**config.mk**
```make
export PLATFORM = sky130hd
export DESIGN_NAME = uart_rx_param_flat
export DESIGN_NICKNAME = d
export VERILOG_FILES = /design/src/rtl/uart_rx_param_if.sv /design/src/rtl/uart_rx_param.sv /design/src/flat_wrapper.sv
export SDC_FILE = /design/constraint.sdc
export NUM_CORES = 1
export LEC_CHECK = 0
export CAP_MARGIN = 20
export CORE_MARGIN = 4
export CORE_UTILIZATION = 52
export CTS_CLUSTER_DIAMETER = 120
export DETAILED_ROUTE_END_ITERATION = 16
export PLACE_DENSITY = 0.75
export SYNTH_ARGS = -nofsm -noshare
export SYNTH_HDL_FRONTEND = slang
export SYNTH_SLANG_ARGS = --single-unit
```
**constraint.sdc**
```tcl
create_clock -name CLK -period 1.8 [get_ports CLK]
set_input_delay 0.27 -clock CLK [delete_from_list [all_inputs] [get_ports CLK]]
set_output_delay 0.27 -clock CLK [all_outputs]
set_load 0.02 [all_outputs]
```
**src/rtl/uart_rx_param_if.sv**
```systemverilog
// Receive-side word interface: the receiver drives the word and its status,
// the consumer drives data_ready.
interface uart_rx_param_if #(
    parameter int DATA_BITS = 8
);
    logic [DATA_BITS-1:0] data;
    logic                 data_valid;
    logic                 data_ready;
    logic                 frame_err;
    logic                 parity_err;
    logic                 overrun;
    logic                 busy;

    modport master (
        output data, data_valid, frame_err, parity_err, overrun, busy,
        input  data_ready
    );

    modport slave (
        input  data, data_valid, frame_err, parity_err, overrun, busy,
        output data_ready
    );
endinterface

```
**src/rtl/uart_rx_param.sv**
```systemverilog
// Parametrised UART receiver: 2-flop synchroniser, oversampled 3-point
// majority bit recovery, optional parity, 1-2 stop bits, valid/ready output.
//
// state | meaning
// IDLE  | line idle; waiting (armed) for a low level on rxs
// START | start bit; a high majority is a false start
// DATA  | shifting in DATA_BITS data bits, LSB first
// PAR   | parity bit
// STOP  | stop bit(s); frame completes at the last stop bit's majority point
module uart_rx_param #(
    parameter int CLK_HZ     = 50000000,
    parameter int BAUD       = 9600,
    parameter int DATA_BITS  = 8,
    parameter int PARITY     = 0,
    parameter int STOP_BITS  = 1,
    parameter int OVERSAMPLE = 16
) (
    input  logic            CLK,
    input  logic            RST,
    input  logic            Rx,
    uart_rx_param_if.master bus
);
    localparam int DIV_RAW = (CLK_HZ + (BAUD * OVERSAMPLE) / 2) / (BAUD * OVERSAMPLE);
    localparam int DIV     = (DIV_RAW < 1) ? 1 : DIV_RAW;
    localparam int TW      = (DIV > 1) ? $clog2(DIV) : 1;
    localparam int SW      = $clog2(OVERSAMPLE);
    localparam int BW      = $clog2(DATA_BITS + 1);

    typedef enum logic [2:0] {IDLE, START, DATA, PAR, STOP} state_t;

    state_t               state, next_state;
    logic                 sync_1, rxs;
    logic [TW-1:0]        tick_cnt;
    logic [SW-1:0]        samp_cnt;
    logic                 tick, at_mid, at_end, maj;
    logic                 v_lo, v_mid;
    logic [BW-1:0]        bit_cnt;
    logic [1:0]           stop_cnt;
    logic [DATA_BITS-1:0] shreg;
    logic                 fe_acc, pe_acc;
    logic                 armed;
    logic                 done, done_q, start_entry;
    logic [DATA_BITS-1:0] data_r;
    logic                 dv_r, fe_r, pe_r, ovr_r;

    assign tick   = (tick_cnt == TW'(DIV - 1));
    assign at_mid = tick && (samp_cnt == SW'(OVERSAMPLE / 2 + 1));
    assign at_end = tick && (samp_cnt == SW'(OVERSAMPLE - 1));
    // third vote is the live sample taken at the majority point itself
    assign maj    = (v_lo & v_mid) | (v_lo & rxs) | (v_mid & rxs);

    always_ff @(posedge CLK) begin
        if (RST) state <= IDLE;
        else     state <= next_state;
    end

    always_comb begin
        next_state = state;
        done       = 1'b0;
        case (state)
            IDLE:  if (armed && !rxs) next_state = START;
            START: begin
                if (at_mid && maj) next_state = IDLE;
                else if (at_end)   next_state = DATA;
            end
            DATA:  if (at_end && bit_cnt == BW'(DATA_BITS))
                       next_state = (PARITY != 0) ? PAR : STOP;
            PAR:   if (at_end) next_state = STOP;
            STOP:  if (at_mid && stop_cnt == 2'(STOP_BITS - 1)) begin
                       next_state = IDLE;
                       done       = 1'b1;
                   end
            default: next_state = IDLE;
        endcase
    end

    assign start_entry = (state == IDLE) && (next_state == START);

    always_ff @(posedge CLK) begin
        if (RST) begin
            sync_1   <= 1'b1;
            rxs      <= 1'b1;
            tick_cnt <= '0;
            samp_cnt <= '0;
            v_lo     <= 1'b1;
            v_mid    <= 1'b1;
            bit_cnt  <= '0;
            stop_cnt <= '0;
            shreg    <= '0;
            fe_acc   <= 1'b0;
            pe_acc   <= 1'b0;
            armed    <= 1'b0;
            done_q   <= 1'b0;
            data_r   <= '0;
            dv_r     <= 1'b0;
            fe_r     <= 1'b0;
            pe_r     <= 1'b0;
            ovr_r    <= 1'b0;
        end else begin
            sync_1 <= Rx;
            rxs    <= sync_1;
            done_q <= done;

            if (start_entry || tick) tick_cnt <= '0;
            else                     tick_cnt <= tick_cnt + 1'b1;

            if (start_entry)  samp_cnt <= '0;
            else if (at_end)  samp_cnt <= '0;
            else if (tick)    samp_cnt <= samp_cnt + 1'b1;

            if (tick && samp_cnt == SW'(OVERSAMPLE / 2 - 1)) v_lo  <= rxs;
            if (tick && samp_cnt == SW'(OVERSAMPLE / 2))     v_mid <= rxs;

            if (start_entry) begin
                bit_cnt  <= '0;
                stop_cnt <= '0;
                fe_acc   <= 1'b0;
                pe_acc   <= 1'b0;
            end

            if (state == DATA && at_mid) begin
                shreg   <= {maj, shreg[DATA_BITS-1:1]};
                bit_cnt <= bit_cnt + 1'b1;
            end

            if (state == PAR && at_mid)
                pe_acc <= (PARITY == 1) ? ~(^shreg ^ maj) : (^shreg ^ maj);

            if (state == STOP && at_mid) begin
                fe_acc   <= fe_acc | ~maj;
                stop_cnt <= stop_cnt + 1'b1;
            end

            // a framing error (e.g. a break) must see idle high before re-arming
            if (state == IDLE && tick && rxs) armed <= 1'b1;
            if (done && (fe_acc || !maj))     armed <= 1'b0;

            if (done_q) begin
                if (!dv_r || bus.data_ready) begin
                    data_r <= shreg;
                    fe_r   <= fe_acc;
                    pe_r   <= pe_acc;
                    dv_r   <= 1'b1;
                    if (dv_r) ovr_r <= 1'b0;
                end else begin
                    ovr_r <= 1'b1;
                end
            end else if (dv_r && bus.data_ready) begin
                dv_r  <= 1'b0;
                ovr_r <= 1'b0;
            end
        end
    end

    assign bus.data       = data_r;
    assign bus.data_valid = dv_r;
    assign bus.frame_err  = fe_r;
    assign bus.parity_err = pe_r;
    assign bus.overrun    = ovr_r;
    assign bus.busy       = (state != IDLE);
endmodule

```
**src/flat_wrapper.sv**
```systemverilog
// flat-port wrapper written by rule: the top's interface ports become plain ports
module uart_rx_param_flat 
#(
    parameter int CLK_HZ     = 50000000,
    parameter int BAUD       = 9600,
    parameter int DATA_BITS  = 8,
    parameter int PARITY     = 0,
    parameter int STOP_BITS  = 1,
    parameter int OVERSAMPLE = 16
)
  (CLK, RST, Rx, bus_data, bus_data_valid, bus_frame_err, bus_parity_err, bus_overrun, bus_busy, bus_data_ready);
  uart_rx_param_if #(.DATA_BITS(DATA_BITS)) bus_i ();
  input  logic CLK;
  input  logic RST;
  input  logic Rx;
  output wire logic [$bits(bus_i.data)-1:0] bus_data;
  output wire logic [$bits(bus_i.data_valid)-1:0] bus_data_valid;
  output wire logic [$bits(bus_i.frame_err)-1:0] bus_frame_err;
  output wire logic [$bits(bus_i.parity_err)-1:0] bus_parity_err;
  output wire logic [$bits(bus_i.overrun)-1:0] bus_overrun;
  output wire logic [$bits(bus_i.busy)-1:0] bus_busy;
  input wire logic [$bits(bus_i.data_ready)-1:0] bus_data_ready;
  assign bus_data = bus_i.data;
  assign bus_data_valid = bus_i.data_valid;
  assign bus_frame_err = bus_i.frame_err;
  assign bus_parity_err = bus_i.parity_err;
  assign bus_overrun = bus_i.overrun;
  assign bus_busy = bus_i.busy;
  assign bus_i.data_ready = bus_data_ready;
  uart_rx_param #(.CLK_HZ(CLK_HZ), .BAUD(BAUD), .DATA_BITS(DATA_BITS), .PARITY(PARITY), .STOP_BITS(STOP_BITS), .OVERSAMPLE(OVERSAMPLE)) u_core (.CLK(CLK), .RST(RST), .Rx(Rx), .bus(bus_i));
endmodule
```
; Word level (Yosys, flattened, before mapping)
; Index checks and enable logic that the tools add are counted.
[word_totals]
wordCells = 102
out_inout_bits = 13
in_bits = 4
regBits = 50
[op_classes]
bitwise_logic = 8
muxes = 22
n_reduce_logical = 36
eq_ne = 13
add_sub_neg = 4
[op_table]
columns = op, n
row1 = two-way mux 3 bit, 6
row2 = equality test 4 bit (second input constant), 4
row3 = logical AND 1 bit, 16
row4 = one-hot mux 3 bit (5 select lines), 1
row5 = two-way mux 1 bit, 11
row6 = adder 9 x 1 -> 9 bit (second input constant), 1
row7 = equality test 9 bit (second input constant), 1
row8 = adder 4 x 1 -> 4 bit (second input constant), 2
row9 = two-way mux 4 bit, 2
row10 = nonzero test 2 bit, 4
row11 = XOR reduction 8 bit, 1
row12 = equality test 3 x 1 -> 1 bit (second input constant), 2
row13 = equality test 3 x 2 -> 1 bit (second input constant), 2
row14 = AND reduction 2 bit, 3
row15 = equality test 4 x 3 -> 1 bit (second input constant), 1
row16 = two-way mux 2 bit, 2
row17 = OR reduction 2 bit, 2
row18 = bitwise AND 1 bit, 3
row19 = equality test 3 bit (second input constant), 1
row20 = logical NOT 1 bit, 3
row21 = logical NOT 3 bit, 1
row22 = logical OR 1 bit, 3
row23 = != test 3 bit (second input constant), 1
row24 = OR 1 bit, 3
row25 = 7 further kinds, 7

; Depth between registers and ports, before layout
; Gate-level depths: netlist of the first run.
[logic_depth]
word_depth = 10
depth_mapped = 9
ltp_nobuf = 7

; Worst setup path before layout of the first run
; Ideal clock, no wire load.
[synth_path]
kind = reg-to-reg
startpoint = register u_core.tick_cnt[0]
endpoint = register u_core.samp_cnt[3]
path_slack_ns = -0.108
n_path_buf = 1
stages_incl_launch_ff = 8
arrival_time_ns = 1.839
path_cell_list = dfxtp_1 ha_1 or4b_1 buf_6 nor2_4 nand2_2 or4_1 a21oi_1
[synth_between]
elab_chain_len = 8
[synth_lines]
columns = element, line
row1 = from (decl), uart_rx_param.sv:33  ; logic [TW-1:0] tick_cnt;
row2 = from (signal assigned), uart_rx_param.sv:105  ; else tick_cnt <= tick_cnt + 1'b1;
row3 = equality test 9 bit (*), uart_rx_param.sv:46  ; assign tick = (tick_cnt == TW'(DIV - 1));
row4 = "logical AND 1 bit, on equally long branches", "uart_rx_param.sv:48, uart_rx_param.sv:47"
row5 = "two-way mux 3 bit, or another cell as far along", uart_rx_param.sv:64  ; else if (at_end) next_state = DATA;
row6 = "two-way mux 3 bit, on equally long branches", "uart_rx_param.sv:63, uart_rx_param.sv:66, uart_rx_param.sv:69"
row7 = one-hot mux 3 bit (5 select lines), uart_rx_param.sv:60  ; case (state)
row8 = equality test 3 x 1 -> 1 bit, uart_rx_param.sv:77  ; assign start_entry = (state == IDLE) && (next_state == START);
row9 = logical AND 1 bit, uart_rx_param.sv:77
row10 = OR reduction 3 bit (no line), n/a
row11 = to (signal assigned), uart_rx_param.sv:109  ; else if (tick) samp_cnt <= samp_cnt + 1'b1;
row12 = to (decl), uart_rx_param.sv:34  ; logic [SW-1:0] samp_cnt;
; Every way passes the cells marked *; elsewhere a longest branch is shown, timed or not.
; A chain may end at the register's enable or synchronous reset.

; Worst setup path after layout of the first run
[layout_path]
startpoint = register u_core.tick_cnt[1]
endpoint = register u_core.state[1]
[layout_between]
elab_chain_len = 5
[layout_lines]
columns = element, line
row1 = equality test 9 bit (*), uart_rx_param.sv:46
row2 = "logical AND 1 bit, on equally long branches", "uart_rx_param.sv:48, uart_rx_param.sv:47"
row3 = "two-way mux 3 bit, or another cell as far along", uart_rx_param.sv:64
row4 = "two-way mux 3 bit, on equally long branches", "uart_rx_param.sv:63, uart_rx_param.sv:66, uart_rx_param.sv:69"
row5 = one-hot mux 3 bit (5 select lines) (*), uart_rx_param.sv:60
row6 = to (signal assigned), uart_rx_param.sv:54  ; else state <= next_state;
row7 = to (decl), uart_rx_param.sv:31  ; state_t state, next_state;
; Marks and branches as above.

==> reports/metrics.cfg, run 1 <==
[route]
via_per_inst = 5.319
ant_nets = 0
drt-wirelength-per-cell_microns = 14.10
route.detailed.drc = 0
wirelength_mm = 4.865
drt_first_iter_violations = 107
vias = 1835
drt_pass1_iterations = 4

[run_status]
status = finished, violations left
violations = setup timing

[timing]
hold_viol_final = 0
finalSetupTns_ns = -0.9057
finalSetupViolCount = 23
clock_skew_ns = 0.009894
hold_slack_ns = 0.4211
tightest_slew_ns = 0.3893
slew_viol_final = 0
relSlewSlack_pct = 73.92
timing.final.ws_setup_ns = -0.1553
rsz0062_at_grt = yes
period_share_pct = 108.6
min_period_ns = 1.955
clock.fmax_mhz = 511.4

[logic_synthesis]
synth_fa_ha_area_share_pct = 4.938
synth_top_family_by_area = simple AND/OR/NAND/NOR gates
netlist_top_cells_area = dfxtp_1 (45%), nor2_1 (5.4%), a21oi_1 (4.7%), ha_1 (4.5%), mux2i_1 (4.5%)
yosys_warnings = 0
syn-num-nets = 263
synthSimpleGateAreaFrac_pct = 23.85
seq_area_frac_synth_pct = 44.89
synth.distinct_cells = 41
synth.area.mux_share_pct = 4.994
yosys.area.top_type_share_pct = 44.89
synthTopCellsByCount = dfxtp_1 (50), nor2_1 (32), nand2_1 (26)
synth_edf_count = 0
synth_ff_type = dfxtp_1
synth.avg_cell_area_sq_um = 8.883
yosysMostFrequentCell = dfxtp_1
ys_ff_latch = 50
synthArstFlopShare_pct = 0
syn-cell-area_sq_mm = 0.002230
syn_inst = 251
synth_compound_area_share_pct = 9.877
synth_xor_area_share_pct = 6.902
yosys.area.top_type = dfxtp_1

[finish]
nets = 306
multi_input_comb_area_sq_mm = 0.001270
postLayoutCoreUtil_pct = 72.26
fillCellCount = 302
n_antenna_cell = 0
regArea_sq_mm = 0.001003
synthToLayoutAreaGrowth_pct = 32.44
drive_gt1_share_pct = 25.42

[cts]
clock_latency_ns = 0.30
root_buffer = clkbuf_8
numCtsBuffers = 5
clock_path_buffers = 2
path_clk_slew_ns = 0.09
cts.sinks = 50
cts_tree = done
cts_hold_buf = 0
htree_levels = 2

[worst_hold_path]
hold_path.class = reg -> reg
hold_end = u_core.rxs$_SDFF_PP1_
hold_depth = 1
min_from = u_core.sync_1$_SDFF_PP1_

[grt]
grt_overflow = 0
grt_max_degree = 18
grt_first_pass_wirelength_mm = 7.755
antenna_found_initial = 0
grt_pass1_vias = 1681
track_usage_pct = 18.42

[critical_path]
critPathLaunchType = flip-flop
required_ns = 1.98
reg2regPathDepth = 7
r2r_start = u_core.tick_cnt[1]$_SDFF_PP0_
criticalPathCategory = reg -> reg
crit_fanout = 5
critPathBufInv = 2
slowest_delay_ns = 0.52
cp_cell_sequence = inv_2, ha_4, or4b_4, or3b_4, buf_4, o21ai_2, a211oi_2
rr_endpoint = u_core.state[1]$_SDFF_PP0_
critical_path.top_delay_family = simple AND/OR/NAND/NOR gates
rrSetupSlack_ns = -0.16
crit_slowest_cell = or4b_4
critPathCaptureType = flip-flop
critPathArrivalTime_ns = 2.13

[power]
power_density_mw_per_mm2 = 673.7
p_seq_share_pct = 56.3
switchingPower_uw = 418.0
ir_drop_mv = 0.4432
internal_power_uw = 1571
clkPwrFrac_pct = 39.5
sw_frac_of_total_pct = 21.01
p_total_uw = 1989
comb_power_share_pct = 4.2
p_leak_uw = 0.001238

[job]
cap_violations = 0

[floorplanning]
die-area_sq_mm = 0.005399
core.rowCount = 23
die_width_microns = 73.48
core_area_sq_mm = 0.004086
start_util_pct = 54.56
io_pins = 17
die_y_microns = 73.48

[placed_design]
gp_congestion = 0.8383
hpwlAfterDp_mm = 3.038
place.port_buffers = 16

layer usage:
metal	vias up	share of wire [%]	GRT usage [%]
met5	-	0	0
met4	0	2.1	7.243
met3	9	3.1	4.514
met2	25	47	27.07
met1	861	47	25.89
li1	940	-	-
power groups by stage:
| stage | clock network [uW] | logic, uW | registers [uW] |
|---|---|---|---|
| final | 786 | 83.5 | 1120 |
| after global routing | 851 | 91.6 | 1120 |
| after CTS | 810 | 81.4 | 1120 |
| after detailed placement | 0 | 69.9 | 1140 |
| after global placement | 0 | 69.5 | 1140 |
| after floorplan | 0 | 39.8 | 1140 |
kinds of logic (layout without fill, tap and decap cells):
logic type / count (synthesis) / after routing
simple gates: 104 / 104
flops: 50 / 50
compound gates: 38 / 38
buf+inv: 23 / 67
xor+xnor: 16 / 16
mux: 11 / 11
fa+ha+maj: 9 / 9
through the flow:
step           instance area (sq um)  std cells  setup WS [ns]
5_1_grt                         2953        345        -0.2452
4_1_cts                         2850        342        -0.1284
6_report                        2953        345        -0.1553
2_1_floorplan                   2245        251       -0.06535
3_5_place_dp                    2609        330        -0.1405
3_3_place_gp                    2609        330        -0.1064
placed cells by master (no fill, tap or decap), types with 4 or more instances in the layout:
cell,synthesis,final
a21oi_1,21,17
a21oi_2,0,4
and3_1,7,5
buf_4,0,19
buf_6,2,7
clkbuf_8,0,5
clkdlybuf4s50_1,0,15
dfxtp_1,50,48
ha_1,8,7
inv_1,14,13
mux2i_1,10,10
nand2_1,26,22
nand3_1,14,10
nand3_2,1,4
nor2_1,32,31
xnor2_1,10,10
xor2_1,5,5
registers in the layout (all words and copies together), names as in the netlist:
name / count
u_core.pe_acc: 1
u_core.armed: 1
u_core.bus.data: 8
u_core.state: 3
u_core.v_lo: 1
u_core.bus.overrun: 1
u_core.v_mid: 1
u_core.bus.data_valid: 1
u_core.bus.parity_err: 1
u_core.bus.frame_err: 1
u_core.bit_cnt: 4
u_core.fe_acc: 1
u_core.stop_cnt: 2
u_core.tick_cnt: 9
u_core.rxs: 1
u_core.shreg: 8
u_core.samp_cnt: 4
u_core.sync_1: 1
u_core.done_q: 1
what timing repair did:
action / CTS / global route
setup endpoints to repair: 24 / 28
gates resized for setup: 23 / 21
gates cloned: 1 / 0
pin swaps: 12 / 14
setup buffers: 3 / 4
final cells by class:
cell class / instances / area share (%)
clock buffer: 5 / 2.331
clock inverter: 3 / 1.483
inverter: 14 / 1.780
multi-input combinational: 178 / 43.01
sequential: 50 / 33.98
tap: 50 / 2.119
timing repair buffer: 45 / 15.30
worst max-delay path by stage:
stage                                  startpoint                              to  cells past startpoint
floorplan           u_core.tick_cnt[1]$_SDFF_PP0_      u_core.state[2]$_SDFF_PP0_                      8
detailed placement  u_core.tick_cnt[1]$_SDFF_PP0_  u_core.bit_cnt[2]$_SDFFE_PP0P_                      9
finish              u_core.tick_cnt[1]$_SDFF_PP0_      u_core.state[1]$_SDFF_PP0_                      7
CTS                 u_core.tick_cnt[1]$_SDFF_PP0_  u_core.bit_cnt[2]$_SDFFE_PP0P_                      9
global route        u_core.tick_cnt[1]$_SDFF_PP0_      u_core.state[2]$_SDFF_PP0_                      7
global placement    u_core.tick_cnt[1]$_SDFF_PP0_  u_core.bit_cnt[2]$_SDFFE_PP0P_                      9
Note: power is estimated with default switching activity, not from simulation.
==> run 2, diff against run 1 <==
--- a/config.mk
+++ b/config.mk
@@ -5,12 +5,13 @@
 export SDC_FILE = /design/constraint.sdc
 export NUM_CORES = 1
 export LEC_CHECK = 0
-export CAP_MARGIN = 20
+export CAP_MARGIN = 40
 export CORE_MARGIN = 4
-export CORE_UTILIZATION = 52
+export CORE_UTILIZATION = 57
 export CTS_CLUSTER_DIAMETER = 120
 export DETAILED_ROUTE_END_ITERATION = 16
-export PLACE_DENSITY = 0.75
+export PLACE_DENSITY = 0.78
+export SETUP_SLACK_MARGIN = 0.5
 export SYNTH_ARGS = -nofsm -noshare
 export SYNTH_HDL_FRONTEND = slang
 export SYNTH_SLANG_ARGS = --single-unit
==> constraint.sdc (replaced) <==
create_clock -name CLK -period 2 [get_ports CLK]
set_input_delay 0.3 -clock CLK [delete_from_list [all_inputs] [get_ports CLK]]
set_output_delay 0.3 -clock CLK [all_outputs]
set_load 0.02 [all_outputs]
==> run 2 against run 1 <==
- the run now ends clean
- power is 10% lower
- core utilization grew 5.9 points
- sequential share of layout area rose by 0.60 points
- critical path depth is the same
- combinational power is 5.9% higher
- cell area shrank 1.6%
- sequential cell count is the same
- maximum frequency decreased by 0.37%
- clock power is 12% lower
- clock skew grew 0.00060 ns
- non-clock buffer count shrank 7
- critical path type unchanged
- critical endpoint is now u_core.state[2]$_SDFF_PP0_
- largest power group unchanged
==> reports/metrics.cfg, run 2 (same netlist as run 1, synthesis figures left out) <==
[route]
via_per_inst = 5.765  ; +8.4%
wirelength_mm = 5.006  ; +2.9%
ant_nets = 0  ; unchanged
drt-wirelength-per-cell_microns = 14.90  ; +5.7%
vias = 1937  ; +5.6%
drt_pass1_iterations = 4  ; unchanged
drt_first_iter_violations = 136  ; +27%
route.detailed.drc = 0  ; unchanged

[power]
power_density_mw_per_mm2 = 615.0  ; -8.7%
ir_drop_mv = 0.5416  ; +22%
p_leak_uw = 0.001200  ; -3.1%

[finish]
n_antenna_cell = 0  ; unchanged
nets = 299  ; -2.3%
synthToLayoutAreaGrowth_pct = 30.30
regMostFlops = u_core.tick_cnt
postLayoutCoreUtil_pct = 78.18  ; +5.9 points
largest_reg_flops = 9  ; unchanged
drive_gt1_share_pct = 27.08  ; +1.7 points
fillCellCount = 248  ; -18%
final_cell_mix = dfxtp_1 (47), nand2_1 (24), nor2_1 (22), a21oi_1 (14)
final_common_cell = dfxtp_1

[floorplanning]
core.rowCount = 22  ; -4.3%
io_pins = 17  ; unchanged
die_y_microns = 70.55  ; -4.0%
start_util_pct = 60.00  ; +5.4 points
die_width_microns = 70.55  ; -4.0%
core_area_sq_mm = 0.003716  ; -9.1%
die-area_sq_mm = 0.004977  ; -7.8%

[cts]
numCtsBuffers = 5  ; unchanged
htree_levels = 2  ; unchanged
clock_latency_ns = 0.30  ; about the same
clock_path_buffers = 2  ; unchanged
cts.sinks = 50  ; unchanged
cts_tree = done
cts_hold_buf = 0  ; unchanged
path_clk_slew_ns = 0.09  ; about the same
root_buffer = clkbuf_8

[timing]
slew_viol_final = 0  ; unchanged
finalSetupViolCount = 0  ; -100%
clock_skew_ns = 0.01049  ; +0.0005978 ns
tightest_slew_ns = 0.4142  ; +0.02486 ns
rsz0062_at_grt = yes
finalSetupTns_ns = 0  ; +0.9057 ns
period_share_pct = 98.12  ; -11 points
hold_viol_final = 0  ; unchanged
hold_slack_ns = 0.4158  ; -0.005295 ns
clock.fmax_mhz = 509.6  ; -0.37%
min_period_ns = 1.962  ; +0.007212 ns
relSlewSlack_pct = 72.30  ; -1.6 points

[critical_path]
required_ns = 2.22  ; +0.24 ns
rrSetupSlack_ns = 0.04  ; +0.19 ns
cp_cell_sequence = inv_2, ha_4, or4b_4, or3b_4, nor2_2, a21oi_1, a311oi_1
slowest_delay_ns = 0.53  ; about the same
cp-startpoint = u_core.tick_cnt[1]$_SDFF_PP0_
critPathCaptureType = flip-flop
r2r_start = u_core.tick_cnt[1]$_SDFF_PP0_
criticalPathCategory = reg -> reg
rr_endpoint = u_core.state[2]$_SDFF_PP0_
critPathLaunchType = flip-flop
crit_slowest_cell = or4b_4
critPathArrivalTime_ns = 2.18  ; +0.05 ns
reg2regPathDepth = 7  ; unchanged
crit_fanout = 5  ; unchanged

[worst_hold_path]
hold_path.class = reg -> reg
hold_depth = 1  ; unchanged
hold_end = u_core.rxs$_SDFF_PP1_
min_from = u_core.sync_1$_SDFF_PP1_

[placed_design]
gp_congestion = 0.8820  ; +5.2%
hpwlAfterDp_mm = 3.000  ; -1.3%
place.port_buffers = 16  ; unchanged

[grt]
grt_pass1_vias = 1767  ; +5.1%
grt_max_degree = 16  ; -2
antenna_found_initial = 0  ; unchanged
grt_first_pass_wirelength_mm = 7.907  ; +2.0%
track_usage_pct = 19.16  ; +0.74 points
grt_overflow = 0  ; unchanged

[run_status]
status = finished, final reports clean

[job]
cap_violations = 0  ; unchanged

## run 2: stage by stage
stage	cell area [sq um]	instances	worst slack (ns)	power (uW)
floorplan	2250	251	0.1352	1065
global placement	2521	320	0.06299	1088
detailed placement	2521	320	0.02651	1089
finish	2905	336	0.03752	1787
global route	2905	336	-0.06686	1861
CTS	2694	333	0.1555	1770
## run 2: cell type report
type	count	area, sq um	share of cell area (%)
clock buffer	5	68.82	2.369
clock inverter	3	40.04	1.378
inverter	14	52.55	1.809
multi-input combinational	178	1329	45.74
sequential	50	1005	34.58
tap	48	60.06	2.067
timing repair buffer	38	350.3	12.06
## run 2: timing repair
action,CTS,global route
resized for setup,27,48
cloned,1,0
endpoints found under the setup margin,49,37
pin swaps,6,14
setup buffers,4,3
## run 2: where the power goes
group	internal, uW	leakage, uW	switching [uW]
registers	1000	0.000405	5.83
clock network	368	0.0000579	322
logic	40.7	0.000737	47.7
## run 2: worst max-delay path by stage
stage	endpoint	slack (ns)	cells after the start
final	u_core.state[2]$_SDFF_PP0_	0.04	7
after CTS	u_core.state[2]$_SDFF_PP0_	0.16	7
after detailed placement	u_core.bit_cnt[3]$_SDFFE_PP0P_	0.03	7
after global placement	u_core.bit_cnt[2]$_SDFFE_PP0P_	0.06	8
after floorplan	u_core.state[2]$_SDFF_PP0_	0.14	8
after global routing	u_core.fe_acc$_SDFFE_PP0P_	-0.07	9
## run 2: metal layers
layer  wire length, microns  vias up  GRT usage, %
met5                      0        -             0
met4                    104        0         6.054
met3                    328       13         4.261
met2                   2420       72         31.29
met1                   2153      925         25.40
li1                       -      927             -
## run 2: worst max-delay path: cells and delay by family (launching register included)
family	cells	cell delay, ns
simple gates	3	1.09
flops	1	0.33
compound gates	2	0.29
fa+ha+maj	1	0.11
buf+inv	1	0.06
